<file path="config.mk">
export PLATFORM = sky130hd
export DESIGN_NAME = gen_tptn_mc
export DESIGN_NICKNAME = d
export VERILOG_FILES = /design/src/rtl/gen_tptn_mc.sv
export SDC_FILE = /design/constraint.sdc
export NUM_CORES = 1
export LEC_CHECK = 0
export CORE_ASPECT_RATIO = 1.5
export CORE_MARGIN = 5
export CORE_UTILIZATION = 32
export CTS_CLUSTER_DIAMETER = 150
export DETAILED_ROUTE_END_ITERATION = 6
export PLACE_DENSITY = 0.54
export SLEW_MARGIN = 20
export SYNTH_ARGS = -nofsm -noshare
export SYNTH_HDL_FRONTEND = slang
export SYNTH_SLANG_ARGS = --single-unit
</file>
<file path="constraint.sdc">
create_clock -name CLK -period 12.7 [get_ports CLK]
set_input_delay 3.81 -clock CLK [delete_from_list [all_inputs] [get_ports CLK]]
set_output_delay 3.81 -clock CLK [all_outputs]
set_load 0.05 [all_outputs]
</file>
<file path="src/rtl/gen_tptn_mc.sv">
// Multi-tap Camera Link test-pattern source: programmable blanking, five patterns, frame counter, bounded bursts.
// Outputs are registered from the next-state decode so they line up with the FSM state; stops wait for a frame boundary.
module gen_tptn_mc #(
  parameter int DW        = 8,
  parameter int NTAP      = 2,
  parameter int L_LEN     = 32,
  parameter int H_LEN     = 24,
  parameter int INT_H     = 2,
  parameter int INT_LINE  = 2,
  parameter int INT_LR_DR = 1,
  parameter int INT_DF_LF = 2,
  parameter logic [DW-1:0] TPTN_A = 8'h55,
  parameter logic [DW-1:0] TPTN_B = 8'hAA
) (
  input  logic                     CLK,
  input  logic                     RST,
  input  logic                     en,
  input  logic [2:0]               mode,
  input  logic [15:0]              nframes,
  output logic                     busy,
  output logic                     frame_done,
  output logic [15:0]              frame_cnt,
  output logic [3+NTAP*DW-1:0]     dot
);

  localparam int LB      = L_LEN / NTAP;
  localparam int ACT_LEN = INT_LR_DR + LB;

  typedef enum logic [2:0] {IDLE, VBLK, LPRE, LACT, LPOST} state_t;

  // A zero-length pre-line gap jumps straight into the active phase.
  localparam state_t LINE_START = (INT_LINE > 0) ? LPRE : LACT;

  state_t             state, state_n;
  logic [15:0]        cnt, cnt_n, line, line_n;
  logic               mode_ld, frame_end, line_end;
  logic [2:0]         mode_q, mode_n;
  logic [DW-1:0]      f_q, f_n;
  logic [15:0]        burst_q, done_q;
  logic               busy_d, fd_d, fval_d, lval_d, dval_d;
  logic [NTAP*DW-1:0] taps_d;
  logic [DW-1:0]      beat, x, y, g, px;

  function automatic logic last_cycle(state_t s, logic [15:0] c, logic [15:0] l);
    if (INT_DF_LF > 0)
      return (s == LPOST) && (c == 16'(INT_DF_LF-1)) && (l == 16'(H_LEN-1));
    return (s == LACT) && (c == 16'(ACT_LEN-1)) && (l == 16'(H_LEN-1));
  endfunction

  always_ff @(posedge CLK) begin
    if (RST) state <= IDLE;
    else     state <= state_n;
  end

  always_comb begin
    state_n   = state;
    cnt_n     = cnt + 16'd1;
    line_n    = line;
    mode_ld   = 1'b0;
    frame_end = 1'b0;
    line_end  = 1'b0;
    case (state)
      IDLE: begin
        cnt_n = '0;
        if (en) state_n = VBLK;
      end
      VBLK: begin
        if (cnt == 16'(INT_H-1)) begin
          cnt_n   = '0;
          mode_ld = 1'b1;
          state_n = LINE_START;
        end
      end
      LPRE: begin
        if (cnt == 16'(INT_LINE-1)) begin
          cnt_n   = '0;
          state_n = LACT;
        end
      end
      LACT: begin
        if (cnt == 16'(ACT_LEN-1)) begin
          cnt_n = '0;
          if (INT_DF_LF > 0) state_n = LPOST;
          else               line_end = 1'b1;
        end
      end
      LPOST: begin
        if (cnt == 16'(INT_DF_LF-1)) line_end = 1'b1;
      end
      default: state_n = IDLE;
    endcase
    if (line_end) begin
      cnt_n = '0;
      if (line != 16'(H_LEN-1)) begin
        line_n  = line + 16'd1;
        state_n = LINE_START;
      end else begin
        frame_end = 1'b1;
        line_n    = '0;
        state_n   = (!en || (burst_q != '0 && done_q + 16'd1 == burst_q)) ? IDLE : VBLK;
      end
    end
  end

  always_comb begin
    mode_n = mode_ld ? mode : mode_q;
    f_n    = mode_ld ? DW'(frame_cnt) : f_q;
    busy_d = (state_n != IDLE);
    fval_d = (state_n == LPRE) || (state_n == LACT) || (state_n == LPOST);
    lval_d = (state_n == LACT) || (state_n == LPOST);
    dval_d = (state_n == LACT) && (cnt_n >= 16'(INT_LR_DR));
    fd_d   = last_cycle(state_n, cnt_n, line_n);
    beat   = DW'(cnt_n - 16'(INT_LR_DR));
    y      = DW'(line_n);
    x      = '0;
    g      = '0;
    px     = '0;
    taps_d = '0;
    if (dval_d) begin
      for (int k = 0; k < NTAP; k++) begin
        x = beat * DW'(NTAP) + DW'(k);
        g = y * DW'(L_LEN) + x;
        case (mode_n)
          3'd1:    px = x;
          3'd2:    px = y;
          3'd3:    px = x + y + f_n;
          3'd4:    px = TPTN_A;
          default: px = g[0] ? TPTN_B : TPTN_A;
        endcase
        taps_d[k*DW +: DW] = px;
      end
    end
  end

  always_ff @(posedge CLK) begin
    if (RST) begin
      cnt        <= '0;
      line       <= '0;
      mode_q     <= '0;
      f_q        <= '0;
      burst_q    <= '0;
      done_q     <= '0;
      frame_cnt  <= '0;
      busy       <= 1'b0;
      frame_done <= 1'b0;
      dot        <= '0;
    end else begin
      cnt    <= cnt_n;
      line   <= line_n;
      mode_q <= mode_n;
      f_q    <= f_n;
      if (state == IDLE && en) begin
        burst_q <= nframes;
        done_q  <= '0;
      end
      if (frame_end) begin
        frame_cnt <= frame_cnt + 16'd1;
        done_q    <= done_q + 16'd1;
      end
      busy       <= busy_d;
      frame_done <= fd_d;
      dot        <= {dval_d, fval_d, lval_d, taps_d};
    end
  end

endmodule

</file>
# After elaboration in Yosys (flattened, before gate mapping)
# Cells that the tools add are included.
[classes]
eq_ne = 17
magnitude_cmp = 1
addsub = 12
reduce_logical = 16
bitwise = 1
muxes = 27
[ops]
columns = ["cell", "count"]
rows = [
  ["$mux 16", 7],
  ["$add 16x1->16 const B", 4],
  ["$pmux 8 s4", 2],
  ["$pmux 16 s3", 1],
  ["$add 8x8->8", 4],
  ["$eq 16x1->1 const B", 2],
  ["$eq 16x5->1 const B", 2],
  ["$mux 8", 3],
  ["$eq 3x2->1 const B", 6],
  ["$mux 3", 6],
  ["$eq 16x16->1", 1],
  ["$ge 16x1->1 const B", 1],
  ["$ne 16x5->1 const B", 1],
  ["$reduce_bool 16->1", 1],
  ["$pmux 3 s5", 1],
  ["$eq 3x3->1 const B", 3],
  ["$add 8x1->8 const B", 1],
  ["$sub 7x1->7 const B", 1],
  ["$eq 3x1->1 const B", 2],
  ["$mux 1", 6],
  ["$logic_and 1x1->1", 5],
  ["$logic_or 1x1->1", 4],
  ["$reduce_or 2->1", 2],
  ["$logic_not 3->1", 1],
  ["7 further kinds", 7],
]
[totals]
inputBits = 22
regBits = 115
elab_cells = 86

# Depth between registers and ports, before layout
[logic_depth]
ltp_word = 11
mapped_depth = 22
mapped_depth_nobuf = 20

# Least setup slack after synthesis
# No wires, ideal clock.
[synth_timing]
path_type = "input -> register"
from = "input en"
to = "register dot[1]"
arrival_ps = 4934
path_slack_ps = 7639
cell_stages = 7
t_required_ps = 12572
path_cell_list = "nor2b_1 > a211oi_1 > a211oi_1 > o21ai_0 > a31o_2 > clkbuf_1 > nor2_1"
[synth_via]
elab_chain_len = 9
word_cells_on_any_way = 11
[synth_rtl]
columns = ["item", "line_no", "rtl"]
rows = [
  ["from (decl)", "17", "input logic en,"],
  ["$logic_not 1->1", "100", "state_n = (!en || (burst_q != '0 && done_q + 16'd1 == burst_q)) ? IDLE : VBLK;"],
  ["$logic_or 1x1->1", "100", ""],
  ["$mux 1", "100", ""],
  ["$mux 2", "94", "if (line != 16'(H_LEN-1)) begin"],
  ["$mux 3 *", "92", "if (line_end) begin"],
  ["$eq 3x2->1 *", "--", ""],
  ["$logic_and 1x1->1 *", "111", "dval_d = (state_n == LACT) && (cnt_n >= 16'(INT_LR_DR));"],
  ["$not 1->1 (no line) *", "--", ""],
  ["$reduce_or 2->1 (no line) *", "--", ""],
  ["to (signal assigned)", "162", "dot <= {dval_d, fval_d, lval_d, taps_d};"],
  ["to (decl)", "23", "output logic [3+NTAP*DW-1:0] dot"],
]
# Mark *: on every way between the ends. The rest lies on a longest branch, timed or not.
# A chain may end at the register's enable or synchronous reset.

# Worst setup path in the final report
[layout_timing]
from = "register frame_cnt[2]"
to = "output frame_cnt[2]"
[layout_lines]
columns = ["item", "line_no", "rtl"]
rows = [
  ["from (decl)", "22", "output logic [15:0] frame_cnt,"],
  ["from (signal assigned)", "157", "frame_cnt <= frame_cnt + 16'd1;"],
]
# No word-level cell between the ends.

==> metrics.txt <==
outcome=complete, no violations; Hold Fails Final Rpt=0; Core ar.=0.0203 mm²; Seq/Total Area, Yosys=about a third; Rel. slew slack=35.8%; Max Clock Skew=about 0.0094 ns; Fmax=0.179 GHz; DR pass1 iterations=4; area added between synthesis and finish=20.4%; Initial Utilization=32.5%; layout net count=887; final worst slack=7.11 ns; Cell Area, Placed=0.00734 mm²; Power Density=120 mW/mm²; CTS tree=yes; Worst setup SP type=flop; final WL=17800 µm; post-synth net total=around 860; delay-heaviest family, CP=buffers and inverters; Pint=0.000709 W; flops & latches, synth=115; Critical path buffers and inverters=1; count leader, synth=dfxtp_1; number of global-route vias before repair=5843; quantity of hold-fixing buffers added after cts=0; Post-Place Worst Slack=6.67 ns; slowest CP cell=clkdlybuf4s50_1; Netlist cell types=62; H-tree lvl count=4; Die Height=between 150 and 200 µm; Die ar.=about 0.024 mm²; Flop pwr share=39.1%; Iteration-0 DRC Markers=248; asr flop ratio synth=0%; Synth Instances=809; WL/cell=15.9 µm; Setup violations, final=0; post-synth top area cell=dfxtp_1; Vias=between 5000 and 6000; switching power=roughly 0.00024 W; Max-Cap Viols=0; R2R setup slack=~8 ns; GRT Util Overall=15.7%; Yosys top cell area share=34.9%; Design Area, Final=0.00795 mm²; Worst-Skew Late Latency=0.43 ns; critical path endpoint=frame_cnt[2]; DRC=0; Root Driver=clkbuf_16; unrepaired setup endpoints after global routing=no; Hold Path Class=flop to flop; Num CTS Buffers=17; Arr. time, crit path=between 1.5 and 2 ns; reg-to-reg critical path endpoint=dot[7]$_SDFF_PP0_; actual slew at the worst max-slew pin=~0.96 ns; CP required=8.89 ns; Top FF cell, synth=dfxtp_1; GR Overflow Total=0; largest net degree at the start of global routing=~80; critical path class=flop to output pin; leakage=2.93 nW; number of I/O pins=59; post-route ant nets=0; Rows=64; initial antenna violation count=0; maximum VDD drop=roughly 0.000084 V; post-CTS repair timing setup buffer count=0; Max FO, Critical Path=8; hpwl dp=13100 µm; critical path depth in cells=1; Mean Syn Cell Area=8.16 µm²; Resize count post-CTS=0; reg2reg path depth=19; Via density=5.13; clk slew on worst S/H paths=0.06 ns; clock share of power=between 50% and 60%; CP Launch Point=frame_cnt[2]$_SDFFE_PP0P_; layout cells sized above 1=a little under 7%; top cells by count, synth=dfxtp_1 (115), nor2_1 (82), nand2_1 (77); CP Capture Type=output pin; Antenna Cells=0; Final TNS setup=0 ns; Clock Tree Buf Depth=2; gpl congestion=~0.84; Pins Over Slew Limit=0; YS warnings=0; PortBufs=58; global-route wire length before repair=29700 µm; Final Critical Period=approximately 5.6 ns; worst r2r src=cnt[1]$_SDFF_PP0_; Die X=127 µm; clock sink total=115; part of the cycle the worst path needs=between 40% and 50%; combinational power share=9.0%; CP max stage delay=a little under 0.9 ns; crit-path cells=clkdlybuf4s50_1; top post-synthesis cells by area=dfxtp_1 (35%), xnor2_1 (7.0%), a21oi_1 (4.9%), nor2_1 (4.7%), nand2_1 (4.4%); switching part of the total=25.6%; Post-synth EDFFs=0; Synth Cell Area=between 0.006 and 0.007 mm²
==> layout by cell type, fill, tap and decap left out, types with 20 or more instances in the layout <==
master	n
a21oi_1	65
o21ai_0	23
xnor2_1	53
inv_1	28
clkdlybuf4s50_1	57
nor3_1	24
nand3_1	41
nand2_1	77
xor2_1	26
dfxtp_1	115
and3_1	20
nor2_1	82
==> routing by layer <==
metal / global-route usage [%] / up-vias / share of wire, %
li1: - / 2889 / -
met1: 16.9 / 2730 / 40
met2: 29.5 / 85 / 55
met3: 3.01 / 29 / 2.5
met4: 6.57 / 0 / 2.8
met5: 0 / - / 0
==> layout make-up <==
class	count	area (µm²)
well taps	264	330
multi-input cells	617	4010
fillers	2156	12400
inverters	28	105
clock buffers	17	425
flip-flops and latches	115	2300
repair buffers	61	598
clock inverters	15	183
==> power by group through the flow <==
stage / sequential [W] / combinational, W / clock [W]
4_1_cts: 0.000372 / 0.0000868 / 0.000507
3_3_place_gp: 0.000380 / 0.0000861 / 0
5_1_grt: 0.000373 / 0.0000952 / 0.000523
6_report: 0.000372 / 0.0000861 / 0.000495
3_5_place_dp: 0.000380 / 0.0000863 / 0
2_1_floorplan: 0.000382 / 0.0000567 / 0
==> logic make-up after synthesis <==
kind of cell,share of synthesized area (%)
AND/OR/NAND/NOR,27.2
XOR/XNOR,11.1
flip-flops,34.9
AO/OA/AOI/OAI,13.9
multiplexers,2.63
buffers and inverters,4.64
adder cells (fa/ha/maj),5.65
==> worst min path at each step <==
stage	from	to	slack [ns]	depth (start not counted)
after floorplan	burst_q[10]$_SDFFE_PP0P_	burst_q[10]$_SDFFE_PP0P_	0.46	2
after global placement	burst_q[0]$_SDFFE_PP0P_	burst_q[0]$_SDFFE_PP0P_	0.48	2
after detailed placement	burst_q[1]$_SDFFE_PP0P_	burst_q[1]$_SDFFE_PP0P_	0.48	2
after CTS	burst_q[1]$_SDFFE_PP0P_	burst_q[1]$_SDFFE_PP0P_	0.49	2
after global routing	burst_q[10]$_SDFFE_PP0P_	burst_q[10]$_SDFFE_PP0P_	0.52	2
final	burst_q[0]$_SDFFE_PP0P_	burst_q[0]$_SDFFE_PP0P_	0.49	2
==> metrics by stage <==
stage | utilization (%) | hold WS (ns) | power (W) | std cells
after global placement | 36.1 | 0.478 | 0.000466 | 1085
final | 39.1 | 0.489 | 0.000953 | 1117
after CTS | 39.1 | 0.494 | 0.000966 | 1117
after floorplan | - | 0.460 | 0.000439 | 809
after detailed placement | 36.1 | 0.485 | 0.000467 | 1085
after global routing | 39.1 | 0.522 | 0.000992 | 1117
==> flip-flops by register name, indices dropped and copies added (netlist names) <==
register    count
dot            19
burst_q        16
cnt            16
done_q         16
frame_cnt      16
line           16
f_q             8
mode_q          3
state           3
busy            1
frame_done      1
Note: power is estimated with default switching activity, not from simulation.
